### config.mk
export PLATFORM = sky130hd
export DESIGN_NAME = lsu_mem
export DESIGN_NICKNAME = d
export VERILOG_FILES = /design/src/rtl/rv_pkg.sv /design/src/rtl/load_align.sv /design/src/rtl/lsu_mem.sv
export SDC_FILE = /design/constraint.sdc
export NUM_CORES = 1
export LEC_CHECK = 0
export ABC_AREA = 0
export ABC_CLOCK_PERIOD_IN_PS = 2500
export CAP_MARGIN = 20
export CORE_UTILIZATION = 46
export DETAILED_ROUTE_END_ITERATION = 6
export PLACE_DENSITY_LB_ADDON = 0.08
export SLEW_MARGIN = 20
export SYNTH_ARGS = -nofsm -noshare
export SYNTH_HDL_FRONTEND = slang
export SYNTH_HIERARCHICAL = 1
export SYNTH_SLANG_ARGS = --single-unit
export TNS_END_PERCENT = 50
### constraint.sdc
create_clock -name clk -period 2.5 [get_ports clk]
set_input_delay 0.5 -clock clk [delete_from_list [all_inputs] [get_ports clk]]
set_output_delay 0.5 -clock clk [all_outputs]
set_load 0.01 [all_outputs]
### src/rtl/rv_pkg.sv
// Shared definitions for the load/store unit: funct3 size codes,
// the LSU state type, fault codes and small funct3 decode helpers.
package rv_pkg;

  localparam logic [2:0] F3_B  = 3'b000;
  localparam logic [2:0] F3_H  = 3'b001;
  localparam logic [2:0] F3_W  = 3'b010;
  localparam logic [2:0] F3_BU = 3'b100;
  localparam logic [2:0] F3_HU = 3'b101;

  localparam logic [1:0] FAULT_NONE     = 2'b00;
  localparam logic [1:0] FAULT_MISALIGN = 2'b01;
  localparam logic [1:0] FAULT_FUNCT3   = 2'b10;
  localparam logic [1:0] FAULT_TIMEOUT  = 2'b11;

  typedef enum logic [1:0] {
    IDLE = 2'b00,
    BUSY = 2'b01,
    DONE = 2'b10
  } lsu_state_t;

  // Unsigned sizes only exist for loads; stores accept B/H/W.
  function automatic logic f3_legal(input logic [2:0] f3, input logic is_store);
    case (f3)
      F3_B, F3_H, F3_W: return 1'b1;
      F3_BU, F3_HU:     return ~is_store;
      default:          return 1'b0;
    endcase
  endfunction

  // Halfwords need an even address, words a 4-byte aligned one.
  function automatic logic f3_misaligned(input logic [2:0] f3, input logic [1:0] lo);
    case (f3)
      F3_H, F3_HU: return lo[0];
      F3_W:        return lo != 2'b00;
      default:     return 1'b0;
    endcase
  endfunction

endpackage

### src/rtl/load_align.sv
// Picks the addressed byte/halfword lane out of a bus word and extends it.
module load_align
  import rv_pkg::*;
#(
  parameter int DATA_LENGTH = 32
) (
  input  logic [DATA_LENGTH-1:0] rdata,
  input  logic [1:0]             offset,
  input  logic [2:0]             funct3,
  output logic [DATA_LENGTH-1:0] load_data
);

  logic [DATA_LENGTH-1:0] shifted;
  logic [7:0]             lane_b;
  logic [15:0]            lane_h;

  // Shift the addressed lane down to bit 0, then sign- or zero-extend by size.
  always_comb begin
    shifted = rdata >> {offset, 3'b000};
    lane_b  = shifted[7:0];
    lane_h  = shifted[15:0];
    case (funct3)
      F3_B:    load_data = {{(DATA_LENGTH-8){lane_b[7]}}, lane_b};
      F3_H:    load_data = {{(DATA_LENGTH-16){lane_h[15]}}, lane_h};
      F3_BU:   load_data = {{(DATA_LENGTH-8){1'b0}}, lane_b};
      F3_HU:   load_data = {{(DATA_LENGTH-16){1'b0}}, lane_h};
      F3_W:    load_data = rdata;
      default: load_data = '0;
    endcase
  end

endmodule

### src/rtl/lsu_mem.sv
// MEM-stage load/store unit. One bus access at a time: IDLE accepts a
// legal aligned memory op and stalls the pipe, BUSY holds the request until
// ack or timeout, DONE releases the stall and pulses writeback. Illegal or
// misaligned ops never reach the bus; they only raise a one-cycle fault.
module lsu_mem
  import rv_pkg::*;
#(
  parameter int DATA_LENGTH = 32,
  parameter int TIMEOUT     = 16
) (
  input  logic                   clk,
  input  logic                   rst,
  input  logic                   valid_in,
  input  logic                   mem_read_in,
  input  logic                   mem_write_in,
  input  logic [2:0]             funct3_in,
  input  logic [DATA_LENGTH-1:0] addr_in,
  input  logic [DATA_LENGTH-1:0] wdata_in,
  input  logic [4:0]             rd_in,
  output logic                   stall_out,
  output logic                   dmem_req,
  output logic                   dmem_we,
  output logic [DATA_LENGTH-1:0] dmem_addr,
  output logic [3:0]             dmem_be,
  output logic [DATA_LENGTH-1:0] dmem_wdata,
  input  logic [DATA_LENGTH-1:0] dmem_rdata,
  input  logic                   dmem_ack,
  output logic [DATA_LENGTH-1:0] load_data_out,
  output logic [4:0]             rd_out,
  output logic                   wb_valid_out,
  output logic [1:0]             fault_out
);

  localparam int CNT_W = $clog2(TIMEOUT + 1);

  lsu_state_t             state, state_nxt;
  logic [CNT_W-1:0]       cnt;
  logic                   mem_op, op_legal, op_misal, accept, timeout_hit;
  logic [3:0]             be_nxt;
  logic [DATA_LENGTH-1:0] wdata_nxt;
  logic [2:0]             funct3_p1;
  logic [1:0]             offset_p1;
  logic [DATA_LENGTH-1:0] load_fmt;

  load_align #(.DATA_LENGTH(DATA_LENGTH)) u_load_align (
    .rdata     (dmem_rdata),
    .offset    (offset_p1),
    .funct3    (funct3_p1),
    .load_data (load_fmt)
  );

  // Store lane enables and lane-replicated write data for the incoming op.
  always_comb begin
    case (funct3_in)
      F3_B, F3_BU: begin
        be_nxt    = 4'b0001 << addr_in[1:0];
        wdata_nxt = {(DATA_LENGTH/8){wdata_in[7:0]}};
      end
      F3_H, F3_HU: begin
        be_nxt    = addr_in[1] ? 4'b1100 : 4'b0011;
        wdata_nxt = {(DATA_LENGTH/16){wdata_in[15:0]}};
      end
      default: begin
        be_nxt    = 4'b1111;
        wdata_nxt = wdata_in;
      end
    endcase
  end

  // Decode, next state and stall. The timeout cycle drops stall so the
  // faulting op retires instead of being re-accepted from a held slot.
  always_comb begin
    mem_op      = valid_in & (mem_read_in | mem_write_in);
    op_legal    = f3_legal(funct3_in, mem_write_in);
    op_misal    = f3_misaligned(funct3_in, addr_in[1:0]);
    accept      = mem_op & op_legal & ~op_misal;
    timeout_hit = ~dmem_ack & (cnt == CNT_W'(TIMEOUT - 1));
    state_nxt   = state;
    stall_out   = 1'b0;
    case (state)
      IDLE: begin
        if (accept) begin
          stall_out = 1'b1;
          state_nxt = BUSY;
        end
      end
      BUSY: begin
        stall_out = ~timeout_hit;
        if (dmem_ack)         state_nxt = DONE;
        else if (timeout_hit) state_nxt = IDLE;
      end
      DONE:    state_nxt = IDLE;
      default: state_nxt = IDLE;
    endcase
    if (!rst) stall_out = 1'b0;
  end

  // State register.
  always_ff @(posedge clk or negedge rst) begin
    if (!rst) state <= IDLE;
    else      state <= state_nxt;
  end

  // Bus request, writeback and fault outputs plus the BUSY cycle counter.
  always_ff @(posedge clk or negedge rst) begin
    if (!rst) begin
      cnt           <= '0;
      dmem_req      <= 1'b0;
      dmem_we       <= 1'b0;
      dmem_addr     <= '0;
      dmem_be       <= 4'b0000;
      dmem_wdata    <= '0;
      load_data_out <= '0;
      rd_out        <= 5'd0;
      wb_valid_out  <= 1'b0;
      fault_out     <= FAULT_NONE;
    end else begin
      wb_valid_out <= 1'b0;
      fault_out    <= FAULT_NONE;
      case (state)
        IDLE: begin
          cnt <= '0;
          if (mem_op && !op_legal) begin
            fault_out <= FAULT_FUNCT3;
          end else if (mem_op && op_misal) begin
            fault_out <= FAULT_MISALIGN;
          end else if (accept) begin
            dmem_req   <= 1'b1;
            dmem_we    <= mem_write_in;
            dmem_addr  <= {addr_in[DATA_LENGTH-1:2], 2'b00};
            dmem_be    <= be_nxt;
            dmem_wdata <= wdata_nxt;
            rd_out     <= rd_in;
          end
        end
        BUSY: begin
          if (dmem_ack) begin
            dmem_req      <= 1'b0;
            dmem_we       <= 1'b0;
            wb_valid_out  <= 1'b1;
            load_data_out <= dmem_we ? '0 : load_fmt;
          end else if (timeout_hit) begin
            dmem_req  <= 1'b0;
            dmem_we   <= 1'b0;
            fault_out <= FAULT_TIMEOUT;
          end else begin
            cnt <= cnt + 1'b1;
          end
        end
        default: ;
      endcase
    end
  end

  // Size and lane offset of the accepted op, consumed by load_align on ack.
  always_ff @(posedge clk) begin
    if (state == IDLE && accept) begin
      funct3_p1 <= funct3_in;
      offset_p1 <= addr_in[1:0];
    end
  end

endmodule

# Word level (Yosys, flattened, before mapping)
# Index checks and enable logic that the tools add are counted.
[classes]
n_addsub = 1
n_eq_ne = 16
shift = 2
muxes = 34
bitwise = 11
reduce_logical = 18
[ops]
columns = ["op", "count"]
rows = [
  ["$pmux W32 S5", 1],
  ["$pmux W32 S2", 1],
  ["$mux W32", 1],
  ["$shr A32 B5 Y16", 1],
  ["$mux W1", 13],
  ["$eq A3 B3 Y1 const B", 4],
  ["$mux W2", 6],
  ["$mux W5", 2],
  ["$ne A2 B2 Y1 const B", 5],
  ["$pmux W1 S2", 5],
  ["$pmux W5 S2", 1],
  ["$pmux W2 S2", 2],
  ["$pmux W4 S2", 1],
  ["$eq A3 B1 Y1 const B", 2],
  ["$eq A3 B2 Y1 const B", 2],
  ["$logic_not A3 Y1", 2],
  ["$not A1 Y1", 6],
  ["$reduce_or A2 Y1", 3],
  ["$add A5 B1 Y5 const B", 1],
  ["$eq A5 B4 Y1 const B", 1],
  ["$reduce_and A5 Y1", 1],
  ["$and A1 B1 Y1", 4],
  ["$mux W4", 1],
  ["$reduce_and A2 Y1", 2],
  ["11 further kinds", 14],
]
[word_totals]
reg_bits = 120
inputBits = 110
output_inout_bits = 111
wordCells = 95

# Depth between registers and ports, before layout
[logic_depth]
depth_word = 9
depth_mapped = 7
ltp_nobuf = 7

# Cells and area by module
# The synthesis kept the hierarchy.
[by_module_without_submodules]
columns = ["mod", "instances", "cells_per_inst", "area_per_inst_um2", "seq_area_each_um2"]
rows = [
  ["lsu_mem", 1, 421, 5434.0, 3027.9],
  ["load_align", 1, 129, 819.5, 0.0],
]

# Worst setup path before layout
# No wires, ideal clock.
[synth_timing]
kind = "input to register"
start = "input funct3_in[2]"
end = "register dmem_addr[10]"
setup_ns = 0.125
arrival_ns = 1.829
required_ns = 2.375
path_slack_ns = 0.546
path_stages = 6
n_path_buf = 2
cell_sequence = "or3b_1 -> o22a_1 -> or4b_1 -> buf_4 -> buf_6 -> mux2_4"
[synth_via]
elab_chain_len = 7
elab_cells_between_ends = 19
classes_between = "eq/ne: 4; mux: 2; bitwise: 5; reduce/logical: 8"
[synth_rtl]
columns = ["item", "line", "rtl"]
rows = [
  ["start, declared", "lsu_mem.sv:16", "input logic [2:0] funct3_in,"],
  ["parallel branches: the longest is 6 deep, another holds $eq A3 B2 Y1", "n/a", ""],
  ["$reduce_and A4 Y1 (no source line) (*)", "n/a", ""],
  ["end signal, assigned", "lsu_mem.sv:130", "dmem_addr <= {addr_in[DATA_LENGTH-1:2], 2'b00};"],
  ["end, declared", "lsu_mem.sv:23", "output logic [DATA_LENGTH-1:0] dmem_addr,"],
]
# Every way passes the cells marked *.
# A chain may end at the register's enable or synchronous reset.

# Final worst setup path
[layout_timing]
start = "input addr_in[1]"
end = "output stall_out"
[layout_via]
elab_chain_len = 7
[layout_rtl]
columns = ["item", "line", "rtl"]
rows = [
  ["start, declared", "lsu_mem.sv:17", "input logic [DATA_LENGTH-1:0] addr_in,"],
  ["$reduce_bool A2 Y1", "rv_pkg.sv:35", "F3_W: return lo != 2'b00;"],
  ["$pmux W1 S2", "rv_pkg.sv:33", "case (f3)"],
  ["$not A1 Y1", "lsu_mem.sv:76", "accept = mem_op & op_legal & ~op_misal;"],
  ["$and A1 B1 Y1", "lsu_mem.sv:76", ""],
  ["$mux W1", "lsu_mem.sv:82", "if (accept) begin"],
  ["$pmux W1 S2", "lsu_mem.sv:80", "case (state)"],
  ["$mux W1", "lsu_mem.sv:95", "if (!rst) stall_out = 1'b0;"],
  ["end, declared", "lsu_mem.sv:20", "output logic stall_out,"],
]
# Every way passes these cells.

==> results.py <==
metrics = {
    "power": {
        "power.leakage_uw": 0.00420,
        "power_uw": 8180,
        "cellPowerDensity_nw_per_um2": 881,
        "peakVddDrop_v": 0.000533,
    },
    "grt": {
        "grt_pass1_vias": 5144,
        "grt_overflow": 0,
        "grtUsageMet1_pct": 28.4,
        "track_usage_pct": 23.9,
        "grt.busiest_layer": "met2",
        "grt_max_degree": 116,
        "met2_usage_pct": 39.9,
        "grt_antenna_before_repair": 0,
        "grt_first_pass_wirelength_um": 26200,
        "grt.met3_usage_pct": 8.06,
    },
    "clocking": {
        "clk_latency_ns": 0.42,
        "clockBufferDepth": 2,
        "cts_tree": "built",
        "clkTransAtPathRegs_ns": 0.06,
        "ctsHoldBuffers": 0,
        "cts.root.buffer_cell": "clkbuf_16",
        "cts_inserted_buffers": 17,
        "cts_sinks": 120,
        "h-tree-depth": 4,
    },
    "floorplanning": {
        "io_pins": 221,
        "die_y_um": 119,
        "core_area_um2": 13200,
        "rows": 42,
        "die_x_um": 119,
        "start_util_pct": 47.2,
        "fp.dieArea_um2": 14100,
    },
    "detailed_routing": {
        "first_iter_violations": 239,
        "firstDrtPassIters": 5,
        "ant_nets": 0,
        "vias": 4963,
        "wl_um": 16300,
        "viasPerCell": 5.14,
        "remaining_drc_errors": 0,
        "wl_per_cell_um": 16.9,
    },
    "synth": {
        "synth.distinct_cells": 50,
        "synthTopCellsByArea": "dfrtp_1 (46%), mux2_4 (16%), nand2_1 (4.8%)",
        "netlist_instances": 550,
        "ys_seq_area_share_pct": 48.4,
        "ys_ff_latch": 120,
        "yosysWarnings": 6,
        "yosysMostFrequentCell": "dfrtp_1",
        "synth_top_area_share_pct": 46.0,
        "synth_edf_count": 5,
        "async_flop_share_pct": 95.8,
        "syn_area_per_cell_um2": 11.4,
        "synth_common_cells": "dfrtp_1 (115), nand2_1 (80), mux2_4 (66)",
        "yosysTopAreaCell": "dfrtp_1",
        "syn-cell-area_um2": 6250,
        "synth-main-ff-cell": "dfrtp_1",
    },
    "placed_design": {
        "dp_hpwl_um": 11600,
        "io_buffers": 218,
        "gp_congestion": 0.836,
    },
    "timing": {
        "slew_violations": 0,
        "setup_violations": 0,
        "fin_crit_sh_pct": 96.4,
        "fmax_mhz": 415,
        "maxSlewHeadroom_pct": 49.6,
        "hold_viol": 0,
        "fin_skew_ns": 0.0102,
        "rsz0062_at_grt": "no",
        "tightestPinTransition_ns": 0.754,
        "timing.setup.tns_ns": 0,
        "min_period_ns": 2.41,
        "holdWs_ns": 0.150,
    },
    "worst_setup_path": {
        "cp_cell_sequence": "clkdlybuf4s50_1 -> nor2_1 -> o22a_1 -> or3b_4 -> a21oi_2 -> buf_2",
        "required_ns": 2.00,
        "crit_fanout": 3,
        "end_kind": "primary output",
        "start_kind": "input port",
        "max_stage_delay_ns": 0.44,
        "cp_slowest_cell": "clkdlybuf4s50_1",
        "critPathArrivalTime_ns": 1.91,
        "critPathKind": "in -> out",
    },
    "cells_and_area": {
        "drive_above_1_share_pct": 19.8,
        "syn_to_final_growth_pct": 48.4,
        "n_antenna_cell": 0,
        "fin_util_pct": 70.1,
        "n_fill_cell": 1017,
        "fin_nets": 889,
    },
    "run_status": {
        "status": "finished, final reports clean",
    },
    "hold_path": {
        "min_path_type": "in -> async",
    },
    "run": {
        "maxCapViolCount": 0,
    },
}
[final cells by class]
cell class	count	area [um^2]	share of cell area, %
Sequential cell	120	3030	32.6
Clock buffer	17	425	4.58
Timing Repair Buffer	243	2420	26.1
Multi-Input combinational cell	379	2970	32.0
Tap cell	176	220	2.37
Clock inverter	14	150	1.62
Inverter	16	60.1	0.647
[through the flow]
stage / instances / worst slack [ns] / cell area [um^2]
2_1_floorplan: 551 / 0.546 / 6260
3_3_place_gp: 932 / -0.426 / 8690
3_5_place_dp: 932 / -0.451 / 8690
4_1_cts: 963 / 0.0366 / 9260
5_1_grt: 965 / 0.0314 / 9280
6_report: 965 / 0.0890 / 9280
[sequential cells by signal, summed over array words and instances, names as in the netlist]
signal         count
cnt                5
dmem_addr         30
dmem_be            4
dmem_req           1
dmem_wdata        32
dmem_we            1
fault_out          2
funct3_p1          3
load_data_out     32
offset_p1          2
rd_out             5
state              2
wb_valid_out       1
[power by group]
group	leakage, uW	switching [uW]	internal (uW)	total [uW]
clock	0.000264	924	1460	2390
sequential	0.00147	350	2530	2880
combinational	0.00246	1050	1860	2910
[path summary, 6_finish.rpt]
check | slack, ns | cells past startpoint | from | to
worst max-delay path | 0.09 | 6 | addr_in[1] | stall_out
worst min-delay path | 0.15 | 2 | rst | cnt[2]
worst max register to register | 0.41 | 6 | state[0] | dmem_addr[4]
worst min register to register | 0.48 | 2 | dmem_req | dmem_req
max in group asynchronous | 1.86 | 2 | rst | load_data_out[14]
min in group clk | 0.44 | 2 | funct3_in[2] | funct3_p1[2]
[metal layers]
layer | up-vias | part of all wire, %
met5 | - | 0
met4 | 0 | 1.8
met3 | 25 | 8.1
met2 | 186 | 49
met1 | 2385 | 41
li1 | 2367 | -
[cells by family after synthesis]
group / after synthesis / synth area share [%]
AND/OR/NAND/NOR: 178 / 14.1
flip-flops: 120 / 48.4
multiplexers: 108 / 23.8
AO/OA/AOI/OAI: 89 / 8.68
buffers and inverters: 52 / 4.44
adder cells (fa/ha/maj): 2 / 0.400
other: 1 / 0.0600
[critical path: cells and delay by family]
family | cells | cell delay, ns
buffers and inverters | 2 | 0.57
and+or+nand+nor | 2 | 0.54
AOI/OAI and AO/OA | 2 | 0.30
[cells in the final DEF (no fill, tap or decap), drive strengths merged, types with 2 or more instances in the layout]
cell type	n
a211o	3
a211oi	4
a21oi	10
a22o	3
a22oi	5
buf	27
bufinv	2
clkbuf	17
clkdlybuf4s50	213
clkinv	3
clkinvlp	6
conb	2
dfrtp	115
dlygate4sd2	2
edfxtp	5
ha	2
inv	19
mux2	90
mux2i	14
mux4	4
nand2	80
nand2b	37
nand3	20
nand3b	6
nor2	13
nor2b	5
nor3b	2
o211ai	2
o21ai	49
o21bai	2
o31ai	5
or3	4
or3b	2
[repair_timing]
action / in CTS / in global routing
pin swaps: 0 / 1
setup buffers: 0 / 2
resized for setup: 7 / 4
endpoints found under the setup margin: 1 / 1
endpoints found under the hold margin: 0 / 0
Power figures use the tool's default switching activity.
